File: config.mk
export PLATFORM = sky130hd
export DESIGN_NAME = serial_add_ctrl
export DESIGN_NICKNAME = d
export VERILOG_FILES = /design/src/rtl/serial_add_ctrl.sv
export SDC_FILE = /design/constraint.sdc
export NUM_CORES = 1
export LEC_CHECK = 0
export ABC_CLOCK_PERIOD_IN_PS = 2000
export CORE_ASPECT_RATIO = 1.25
export CORE_MARGIN = 4
export CORE_UTILIZATION = 50
export DETAILED_ROUTE_END_ITERATION = 16
export GPL_TIMING_DRIVEN = 0
export MAX_ROUTING_LAYER = met4
export PLACE_DENSITY = 0.77
export SYNTH_ARGS = -nofsm -noshare
export SYNTH_HDL_FRONTEND = slang
export SYNTH_SLANG_ARGS = --single-unit
File: constraint.sdc
create_clock -name clk -period 2 [get_ports clk]
set_input_delay 0.3 -clock clk [delete_from_list [all_inputs] [get_ports clk]]
set_output_delay 0.3 -clock clk [all_outputs]
set_load 0.03 [all_outputs]
File: src/rtl/serial_add_ctrl.sv
// serial_add_ctrl -- bit-serial adder with start/busy/done handshake.
//
// A start pulse in IDLE captures both operands. The adder then processes one
// bit per clock, LSB first, through a pair of Half_adder cells and a carry
// flop. After WIDTH bits the result and carry-out are loaded into the output
// registers, and done pulses for one cycle.
//
// Ports:
//   clk   - single clock, all state changes on the rising edge
//   rst   - synchronous active-high reset
//   start - request a new addition (only looked at in IDLE)
//   a, b  - WIDTH-bit operands, captured on the accepting edge
//   busy  - high while bits are being shifted through the adder
//   done  - one-cycle pulse when sum/cout hold a fresh result
//   sum   - registered (a+b) mod 2^WIDTH, held until the next completion
//   cout  - registered carry-out of the MSB, held with sum

module serial_add_ctrl #(
  parameter int WIDTH = 8
) (
  input  logic             clk,
  input  logic             rst,
  input  logic             start,
  input  logic [WIDTH-1:0] a,
  input  logic [WIDTH-1:0] b,
  output logic             busy,
  output logic             done,
  output logic [WIDTH-1:0] sum,
  output logic             cout
);

  localparam int CW = $clog2(WIDTH);
  localparam logic [CW-1:0] LAST_BIT = CW'(WIDTH - 1);

  typedef enum logic [1:0] {
    IDLE  = 2'd0,
    SHIFT = 2'd1,
    DONE  = 2'd2
  } stateT;

  stateT            r_state;
  stateT            w_nextState;
  logic [WIDTH-1:0] r_opA;
  logic [WIDTH-1:0] r_opB;
  logic [WIDTH-1:0] r_shift;
  logic             r_carry;
  logic [CW-1:0]    r_bitCount;

  logic w_accept;
  logic w_lastBit;
  logic w_ha1Sum;
  logic w_ha1Carry;
  logic w_sumBit;
  logic w_ha2Carry;
  logic w_carryD;

  // Full-adder bit slice built from two half adders: operand bits first, then
  // the running carry. Both half-adder carries can never be high together,
  // so an OR is enough to form the next carry.
  Half_adder u_ha1 (
    .a     (r_opA[0]),
    .b     (r_opB[0]),
    .sum   (w_ha1Sum),
    .carry (w_ha1Carry)
  );

  Half_adder u_ha2 (
    .a     (w_ha1Sum),
    .b     (r_carry),
    .sum   (w_sumBit),
    .carry (w_ha2Carry)
  );

  assign w_carryD = w_ha1Carry | w_ha2Carry;

  always_ff @(posedge clk) begin
    if (rst) begin
      r_state <= IDLE;
    end else begin
      r_state <= w_nextState;
    end
  end

  always_comb begin
    w_nextState = r_state;
    w_accept    = 1'b0;
    w_lastBit   = 1'b0;
    case (r_state)
      IDLE: begin
        if (start) begin
          w_nextState = SHIFT;
          w_accept    = 1'b1;
        end
      end
      SHIFT: begin
        if (r_bitCount == LAST_BIT) begin
          w_nextState = DONE;
          w_lastBit   = 1'b1;
        end
      end
      DONE: begin
        w_nextState = IDLE;
      end
      default: begin
        w_nextState = IDLE;
      end
    endcase
  end

  // Datapath and registered outputs. busy/done are computed from the next
  // state so they line up exactly with the state register.
  always_ff @(posedge clk) begin
    if (rst) begin
      busy       <= 1'b0;
      done       <= 1'b0;
      sum        <= '0;
      cout       <= 1'b0;
      r_opA      <= '0;
      r_opB      <= '0;
      r_shift    <= '0;
      r_carry    <= 1'b0;
      r_bitCount <= '0;
    end else begin
      busy <= (w_nextState == SHIFT);
      done <= (w_nextState == DONE);
      if (w_accept) begin
        r_opA      <= a;
        r_opB      <= b;
        r_shift    <= '0;
        r_carry    <= 1'b0;
        r_bitCount <= '0;
      end else if (r_state == SHIFT) begin
        r_opA      <= {1'b0, r_opA[WIDTH-1:1]};
        r_opB      <= {1'b0, r_opB[WIDTH-1:1]};
        r_shift    <= {w_sumBit, r_shift[WIDTH-1:1]};
        r_carry    <= w_carryD;
        r_bitCount <= r_bitCount + 1'b1;
        // The final bit is still in flight, so it is merged in here directly
        // instead of waiting for it to land in r_shift.
        if (w_lastBit) begin
          sum  <= {w_sumBit, r_shift[WIDTH-1:1]};
          cout <= w_carryD;
        end
      end
    end
  end

endmodule

// Half_adder -- one-bit half adder cell.
//   a, b  - input bits
//   sum   - a XOR b
//   carry - a AND b
module Half_adder (
  input  logic a,
  input  logic b,
  output logic sum,
  output logic carry
);

  assign sum   = a ^ b;
  assign carry = a & b;

endmodule

==> Word level (Yosys, flattened, before mapping) <==
Cells that the tools add are included.
{ "totals": {"inputBits": 19, "ff_bits": 41, "wordCells": 36, "out_inout_bits": 11} }
{ "op_classes": {"reduce_logical": 4, "mux": 11, "eq_ne": 4, "n_bitwise": 6, "n_addsub": 1} }
{ "ops": {"columns": ["cell", "count"], "rows": [
  ["8-bit two-way mux", 4],
  ["2-bit by 1-bit equality test with 1-bit output (second input constant)", 2],
  ["1-bit two-way mux", 4],
  ["2-bit two-way mux", 2],
  ["2-bit one-hot mux with 2 select lines", 1],
  ["3-bit by 1-bit adder with 3-bit output (second input constant)", 1],
  ["3-bit equality test (second input constant)", 1],
  ["3-bit AND reduction", 1],
  ["1-bit bitwise AND", 2],
  ["2-bit equality test (second input constant)", 1],
  ["2-bit zero test", 1],
  ["2-bit nonzero test", 1],
  ["2-bit OR reduction", 1],
  ["1-bit XOR", 2],
  ["1-bit NOT", 1],
  ["1-bit OR", 1]
]} }

==> Longest topological paths before layout <==
Gate-level depths: netlist (run 1).
{ "logic_depth": {"word_depth": 4, "depth_mapped": 6, "mapped_depth_nobuf": 5} }

==> By module <==
From an unflattened synthesis (run 1), not the netlist that was laid out.
{ "unflattened": {"cells_unflattened": 193, "area_unflattened_um2": 1625.3} }
{ "by_module_without_submodules": {"columns": ["module", "area_each_um2", "n_inst", "cells_per_inst", "seq_area_each_um2"], "rows": [
  ["serial_add_ctrl", 1600.3, 1, 191, 800.8],
  ["Half_adder", 12.5, 2, 1, 0.0]
]} }

==> Worst setup path before layout (run 1) <==
OpenSTA, ideal clock, no wires.
{ "synth_timing": {"path_type": "reg2reg", "start": "register r_bitCount[0]", "end": "register cout", "period_less_slack_ns": 1.409, "slack_ns": 0.591, "path_buffers": 1, "arrival_ns": 1.282, "required_time_ns": 1.872, "setup_ns": 0.128, "path_stages_with_launch": 7, "cell_sequence": "dfxtp_1 > ha_1 > ha_1 > nand3b_1 > buf_2 > mux2i_1 > nor2_1"} }
{ "synth_via": {"elab_chain_len": 4} }
{ "synth_rtl": {"columns": ["item", "line_no", "rtl"], "rows": [
  ["start: declaration", "47", "logic [CW-1:0] r_bitCount;"],
  ["start signal: assignment", "137", "r_bitCount <= r_bitCount + 1'b1;"],
  ["3-bit equality test", "96", "if (r_bitCount == LAST_BIT) begin"],
  ["1-bit two-way mux", "96", null],
  ["1-bit two-way mux", "88", "case (r_state)"],
  ["3-bit AND reduction (no line)", null, null],
  ["end signal: assignment", "142", "cout <= w_carryD;"],
  ["end: declaration", "29", "output logic cout"]
]} }
No other way between the ends.
A chain may end at the register's enable or synchronous reset.

==> Final worst setup path (run 1) <==
{ "layout_timing": {"start": "register sum[6]", "end": "output sum[6]"} }
{ "layout_rtl": {"columns": ["item", "line_no", "rtl"], "rows": [
  ["start: declaration", "28", "output logic [WIDTH-1:0] sum,"],
  ["start signal: assignment", "141", "sum <= {w_sumBit, r_shift[WIDTH-1:1]};"]
]} }
No word-level cell between the ends.

==> results of run 1 <==
layout make-up:
cell class	count	share of cell area
plain buffers	13	0.04604
clock buffers	8	0.03005
multi-input cells	125	0.3433
flip-flops and latches	40	0.4092
well taps	36	0.02302
repair buffers	29	0.1483
registers in the layout, summed over array words and instances (netlist names):
signal	cells
r_opA	8
sum	8
cout	1
r_state	2
r_opB	8
done	1
r_shift	7
r_bitCount	3
busy	1
r_carry	1
synth_stat cells:
cell type and n:
a21oi_1 10, nor3b_1 1, clkbuf_1 2, nand3b_1 1, nor2_2 4, o21bai_1 1, buf_6 3, a22oi_1 2
nor4_1 14, nand2_1 20, nand2b_1 1, nor2b_1 1, nor2_1 52, buf_8 1, mux2i_1 9, a211oi_1 2
buf_1 1, fa_1 1, o21ba_2 1, buf_2 6, dfxtp_1 40, or3b_4 1, ha_1 2, xnor2_1 1
nand2b_2 1
where the power goes:
group          switching (W)  internal [W]  leakage, nW
Sequential         0.0000191      0.000830        0.327
Clock               0.000231      0.000174       0.0326
Combinational      0.0000900     0.0000887        0.464
Total               0.000340       0.00109        0.823
per-stage QoR:
step           instance area [sq um]  instances  setup slack, ns  hold WS (ns)
6_report                        1957        251           0.3329        0.4717
4_1_cts                         1957        251           0.3184        0.4675
5_1_grt                         1957        251           0.2657        0.4980
2_1_floorplan                   1563        178           0.5909        0.4327
3_3_place_gp                    1898        243           0.1511        0.4454
3_5_place_dp                    1898        243           0.1118        0.4530
metal layers:
| layer | wire length, um | part of all wire | track usage | up-vias |
|---|---|---|---|---|
| met5 | 0 | 0 | - | - |
| met4 | 62 | 0.019 | 0.07474 | 0 |
| met3 | 206 | 0.065 | 0.05176 | 11 |
| met2 | 1609 | 0.50 | 0.2902 | 39 |
| met1 | 1311 | 0.41 | 0.1910 | 584 |
| li1 | - | - | - | 660 |
logic make-up after synthesis:
kind of cell	Yosys count	synth area share
and+or+nand+nor	96	0.2754
DFF	40	0.5124
adders and majority gates	3	0.02882
xor gates and xnor gates	1	0.005606
AOI/OAI and AO/OA	16	0.06245
muxes	9	0.05765
buffers and inverters	13	0.05764
path summary, 6_finish.rpt:
check	slack, ns	start	endpoint
worst max-delay path	0.33	sum[6]	sum[6]
worst min register to register	0.47	r_bitCount[1]	r_bitCount[1]
worst max register to register	0.43	r_bitCount[0]	sum[2]
worst min-delay path	0.47	r_bitCount[1]	r_bitCount[1]
==> key figures, run 1 <==
Outcome
  • Outcome: finished clean

Die
  • Die Area: 4090 sq um
  • Row Count: 22
  • Die Y: 70.51 um
  • Core ar.: 2973 sq um
  • Chip Width: 58.01 um
  • Initial Utilization: 0.5257
  • Io pins: 30

STA
  • Min cycle time layout: 1.667 ns
  • Fin crit share: 0.8336
  • Setup TNS: 0 ns
  • Clock skew: 0.003791 ns
  • RSZ-0062 raised after global routing: false
  • Slew HR: 0.7012
  • # setup viols final: 0
  • Slew @ Worst Pin: 0.4481 ns
  • Final hold violations: 0
  • Max frequency: 599.8 MHz
  • Pins Over Slew Limit: 0

CTS
  • Clock tree sinks: 40
  • Clk buf depth: 2
  • Register clock-pin slew on the reported worst setup and hold paths: 0.10 ns
  • Num CTS Buffers: 5
  • # Post-CTS Setup Buffers: 0
  • H-tree levels: 2
  • Hold_buf cts: 0
  • CTS root buffer: clkbuf_4
  • CTS tree: built
  • Worst skew pair latency: 0.33 ns
  • PostCTS Resize Cnt: 0

Power
  • P_leak: 0.8233 nW
  • Peak VDD IR: 0.0005484 V
  • Power Dens Cells: 732.3 nW/um^2
  • Power, Total: 0.001433 W

Drt
  • First DRT Iteration DRCs: 46
  • Drt first pass iters: 4
  • Post-DRT Antenna Nets: 0
  • WL final: 3.191 mm
  • Via Count: 1294
  • WL/cell: 12.71 um
  • Vias per Instance: 5.155
  • DRC viols: 0

Critical path
  • Critical path type: reg -> out
  • Largest delay share family, worst path: buffers and inverters
  • Slowest stage cell on the critical path: clkdlybuf4s50_1
  • Crit. path cell count: 1
  • Worst path arrival time: 1.37 ns
  • Crit end category: output port
  • Crit-path cells: clkdlybuf4s50_1
  • Crit path largest cell delay: 0.68 ns
  • Depth of the worst register-to-register path: 6
  • Required time of the worst setup path: 1.70 ns
  • WP buf/inv: 1
  • CP Max Fanout: 2
  • Startpoint Class: register

Synthesis
  • Leading area contributor after synthesis: dfxtp_1
  • FF+latch count, synth: 40
  • Yosys top cell area share: 0.5124
  • Syn Area/Cell: 8.779 sq um
  • Sequential fraction of the synthesis area: 0.5124
  • Netlist cell types: 25
  • Syn Std Cell Area: 1563 sq um
  • Yosys warning total: 0
  • Synth top area cells: dfxtp_1, nor2_1, mux2i_1
  • Syn nets: 200
  • Cells after Synth: 178

Layout
  • Register area: 800.8 sq um
  • Synthesis-to-finish area growth: 25.22%
  • Nets: 236
  • Most frequent cells in the layout: nor2_1, dfxtp_1, clkdlybuf4s50_1, nand2_1, nor4_1
  • Area of the multi-input gates: 671.9 sq um
  • Share of cells above drive strength 1: 0.1070
  • Most common cell after layout, fill and taps aside: nor2_1
  • Fill cells: 246
  • Number of antenna repair diodes: 0
  • Utilization after layout: 0.6582

Placement
  • Input/output buffers: 29
  • Hpwl dp: 2.358 mm
  • GP Congestion: 0.7845

Global route
  • Antenna violations before repair: 0
  • Pin count of the biggest net entering global routing: 12
  • First-pass GRT wire length: 5.402 mm
  • Tot GR Track Use: 0.1750
  • GR Overflow Total: 0
  • Vias in the first global route: 1223

Run
  • Max_cap viols: 0

Min path
  • WHS Path Cells: 2
  • Worst min path class: reg -> reg
(Power assumes the default switching activity.)
==> run 2, diff against run 1 <==
--- a/config.mk
+++ b/config.mk
@@ -5,7 +5,7 @@
 export SDC_FILE = /design/constraint.sdc
 export NUM_CORES = 1
 export LEC_CHECK = 0
-export ABC_CLOCK_PERIOD_IN_PS = 2000
+export ABC_CLOCK_PERIOD_IN_PS = 1700
 export CORE_ASPECT_RATIO = 1.25
 export CORE_MARGIN = 4
 export CORE_UTILIZATION = 50
==> constraint.sdc (replaced) <==
create_clock -name clk -period 1.7 [get_ports clk]
set_input_delay 0.255 -clock clk [delete_from_list [all_inputs] [get_ports clk]]
set_output_delay 0.255 -clock clk [all_outputs]
set_load 0.03 [all_outputs]
==> run 2 against run 1 <==
Net effect:
- via count shrank 0.70%
- clock power is 18% higher
- total power grew 18%
- combinational power grew 17%
- largest cell class unchanged
- cell count is the same
- cell area increased by 0.13%
- clock skew hardly changed
- routed wire length down 0.38%
==> key figures, run 2 (same netlist as run 1, synthesis figures left out) <==
CTS
  • Worst skew pair latency: 0.33 ns
  • Clock tree sinks: 40
  • # Post-CTS Setup Buffers: 0
  • Register clock-pin slew on the reported worst setup and hold paths: 0.10 ns
  • CTS root buffer: clkbuf_4
  • CTS tree: built
  • Clk buf depth: 2
  • Num CTS Buffers: 5
  • H-tree levels: 2

STA
  • # setup viols final: 0
  • Hold WS: 0.4717 ns
  • Setup TNS: 0 ns
  • RSZ-0062 raised after global routing: false
  • Pins Over Slew Limit: 0
  • Final hold violations: 0
  • Min cycle time layout: 1.622 ns
  • Slew HR: 0.7013
  • Clock skew: 0.003785 ns
  • Fin crit share: 0.9542
  • Slew @ Worst Pin: 0.4481 ns
  • Max frequency: 616.5 MHz

Drt
  • Drt first pass iters: 4
  • DRC viols: 0
  • WL final: 3.179 mm
  • Via Count: 1285
  • WL/cell: 12.67 um
  • First DRT Iteration DRCs: 57
  • Post-DRT Antenna Nets: 0
  • Vias per Instance: 5.120

Layout
  • Most common cell after layout, fill and taps aside: nor2_1
  • Final Instance Area: 1959 sq um
  • Share of cells above drive strength 1: 0.1070
  • Nets: 236
  • Synthesis-to-finish area growth: 25.38%
  • Most frequent cells in the layout: nor2_1, dfxtp_1, clkdlybuf4s50_1, nand2_1, nor4_1
  • Biggest regs: r_opA: 8 flops, r_opB: 8 flops, sum: 8 flops
  • Number of antenna repair diodes: 0

Placement
  • Input/output buffers: 29
  • Hpwl dp: 2.358 mm
  • GP Congestion: 0.7845
  • Post-Place Cell Area: 1898 sq um

Min path
  • WHS Path Cells: 2
  • Worst min path class: reg -> reg

Critical path
  • Reg2reg end: sum[2]
  • Critical path type: reg -> out
  • Crit path to: sum[6]
  • Crit path largest cell delay: 0.68 ns
  • Crit end category: output port
  • WP buf/inv: 1
  • CP Max Fanout: 2
  • Crit. path cell count: 1
  • Reg2reg setup slack: 0.19 ns
  • Largest delay share family, worst path: buffers and inverters
  • Required time of the worst setup path: 1.44 ns
  • Worst setup path startpoint: sum[6]
  • Slowest stage cell on the critical path: clkdlybuf4s50_1
  • Reg2Reg Launch Point: r_bitCount[0]
  • Startpoint Class: register
  • Crit-path cells: clkdlybuf4s50_1
  • Worst path arrival time: 1.37 ns
  • Depth of the worst register-to-register path: 6

Global route
  • Tot GR Track Use: 0.1750
  • First-pass GRT wire length: 5.402 mm
  • Pin count of the biggest net entering global routing: 12
  • Vias in the first global route: 1223
  • Antenna violations before repair: 0
  • GR Overflow Total: 0

Run
  • Max_cap viols: 0

Die
  • Io pins: 30
  • Die Area: 4090 sq um
  • Die Y: 70.51 um
  • Chip Width: 58.01 um
  • Core ar.: 2973 sq um
  • Row Count: 22
  • Initial Utilization: 0.5257

Power
  • P_leak: 0.8253 nW
  • Peak VDD IR: 0.0006451 V
  • Power Dens Cells: 860.1 nW/um^2

Outcome
  • Outcome: finished clean
## run 2: cell types whose count changed in the layout (fill, tap and decap cells not counted), sizes merged
cell	before	now
buf	11	10
clkbuf	10	11
## run 2: report_power, final
| part | total [W] | internal [W] | leakage (nW) | switching [W] |
|---|---|---|---|---|
| logic | 0.000210 | 0.000104 | 0.466 | 0.000105 |
| clock network | 0.000476 | 0.000204 | 0.0326 | 0.000272 |
| registers | 0.000999 | 0.000977 | 0.327 | 0.0000225 |
| total | 0.00169 | 0.00129 | 0.825 | 0.000400 |
## run 2: stage by stage
| step | utilization | setup slack (ns) | cells | power [W] |
|---|---|---|---|---|
| after floorplan | - | 0.2909 | 178 | 0.001147 |
| after global placement | 0.6385 | -0.1039 | 243 | 0.001222 |
| after detailed placement | 0.6385 | -0.1432 | 243 | 0.001232 |
| after CTS | 0.6582 | 0.06340 | 251 | 0.001708 |
| after global routing | 0.6591 | 0.01067 | 251 | 0.001778 |
| final | 0.6591 | 0.07784 | 251 | 0.001685 |
## run 2: timing repair
action                     4_1_cts  5_1_grt
setup endpoints to repair        0        1
gates resized for setup          0        1
hold buffers                     0        0
## run 2: worst min-delay path by stage
stage / to / from
floorplan: r_opA[7] / a[7]
global placement: r_bitCount[1] / r_bitCount[1]
detailed placement: r_shift[1] / r_shift[1]
CTS: r_shift[1] / r_shift[1]
global route: r_shift[5] / r_shift[5]
finish: r_bitCount[1] / r_bitCount[1]
## run 2: layout make-up
class | instances | area (sq um)
buffer | 13 | 92.59
clock buffer | 8 | 58.81
fill | 245 | 1013
multi-input combinational | 125 | 671.9
sequential | 40 | 800.8
tap | 36 | 45.04
timing repair buffer | 29 | 290.3
## run 2: routing by layer
metal	global-route usage	wire length, um	up-vias
li1	-	-	659
met1	0.1910	1306	579
met2	0.2902	1609	38
met3	0.05176	205	9
met4	0.07474	57	0
met5	-	0	-
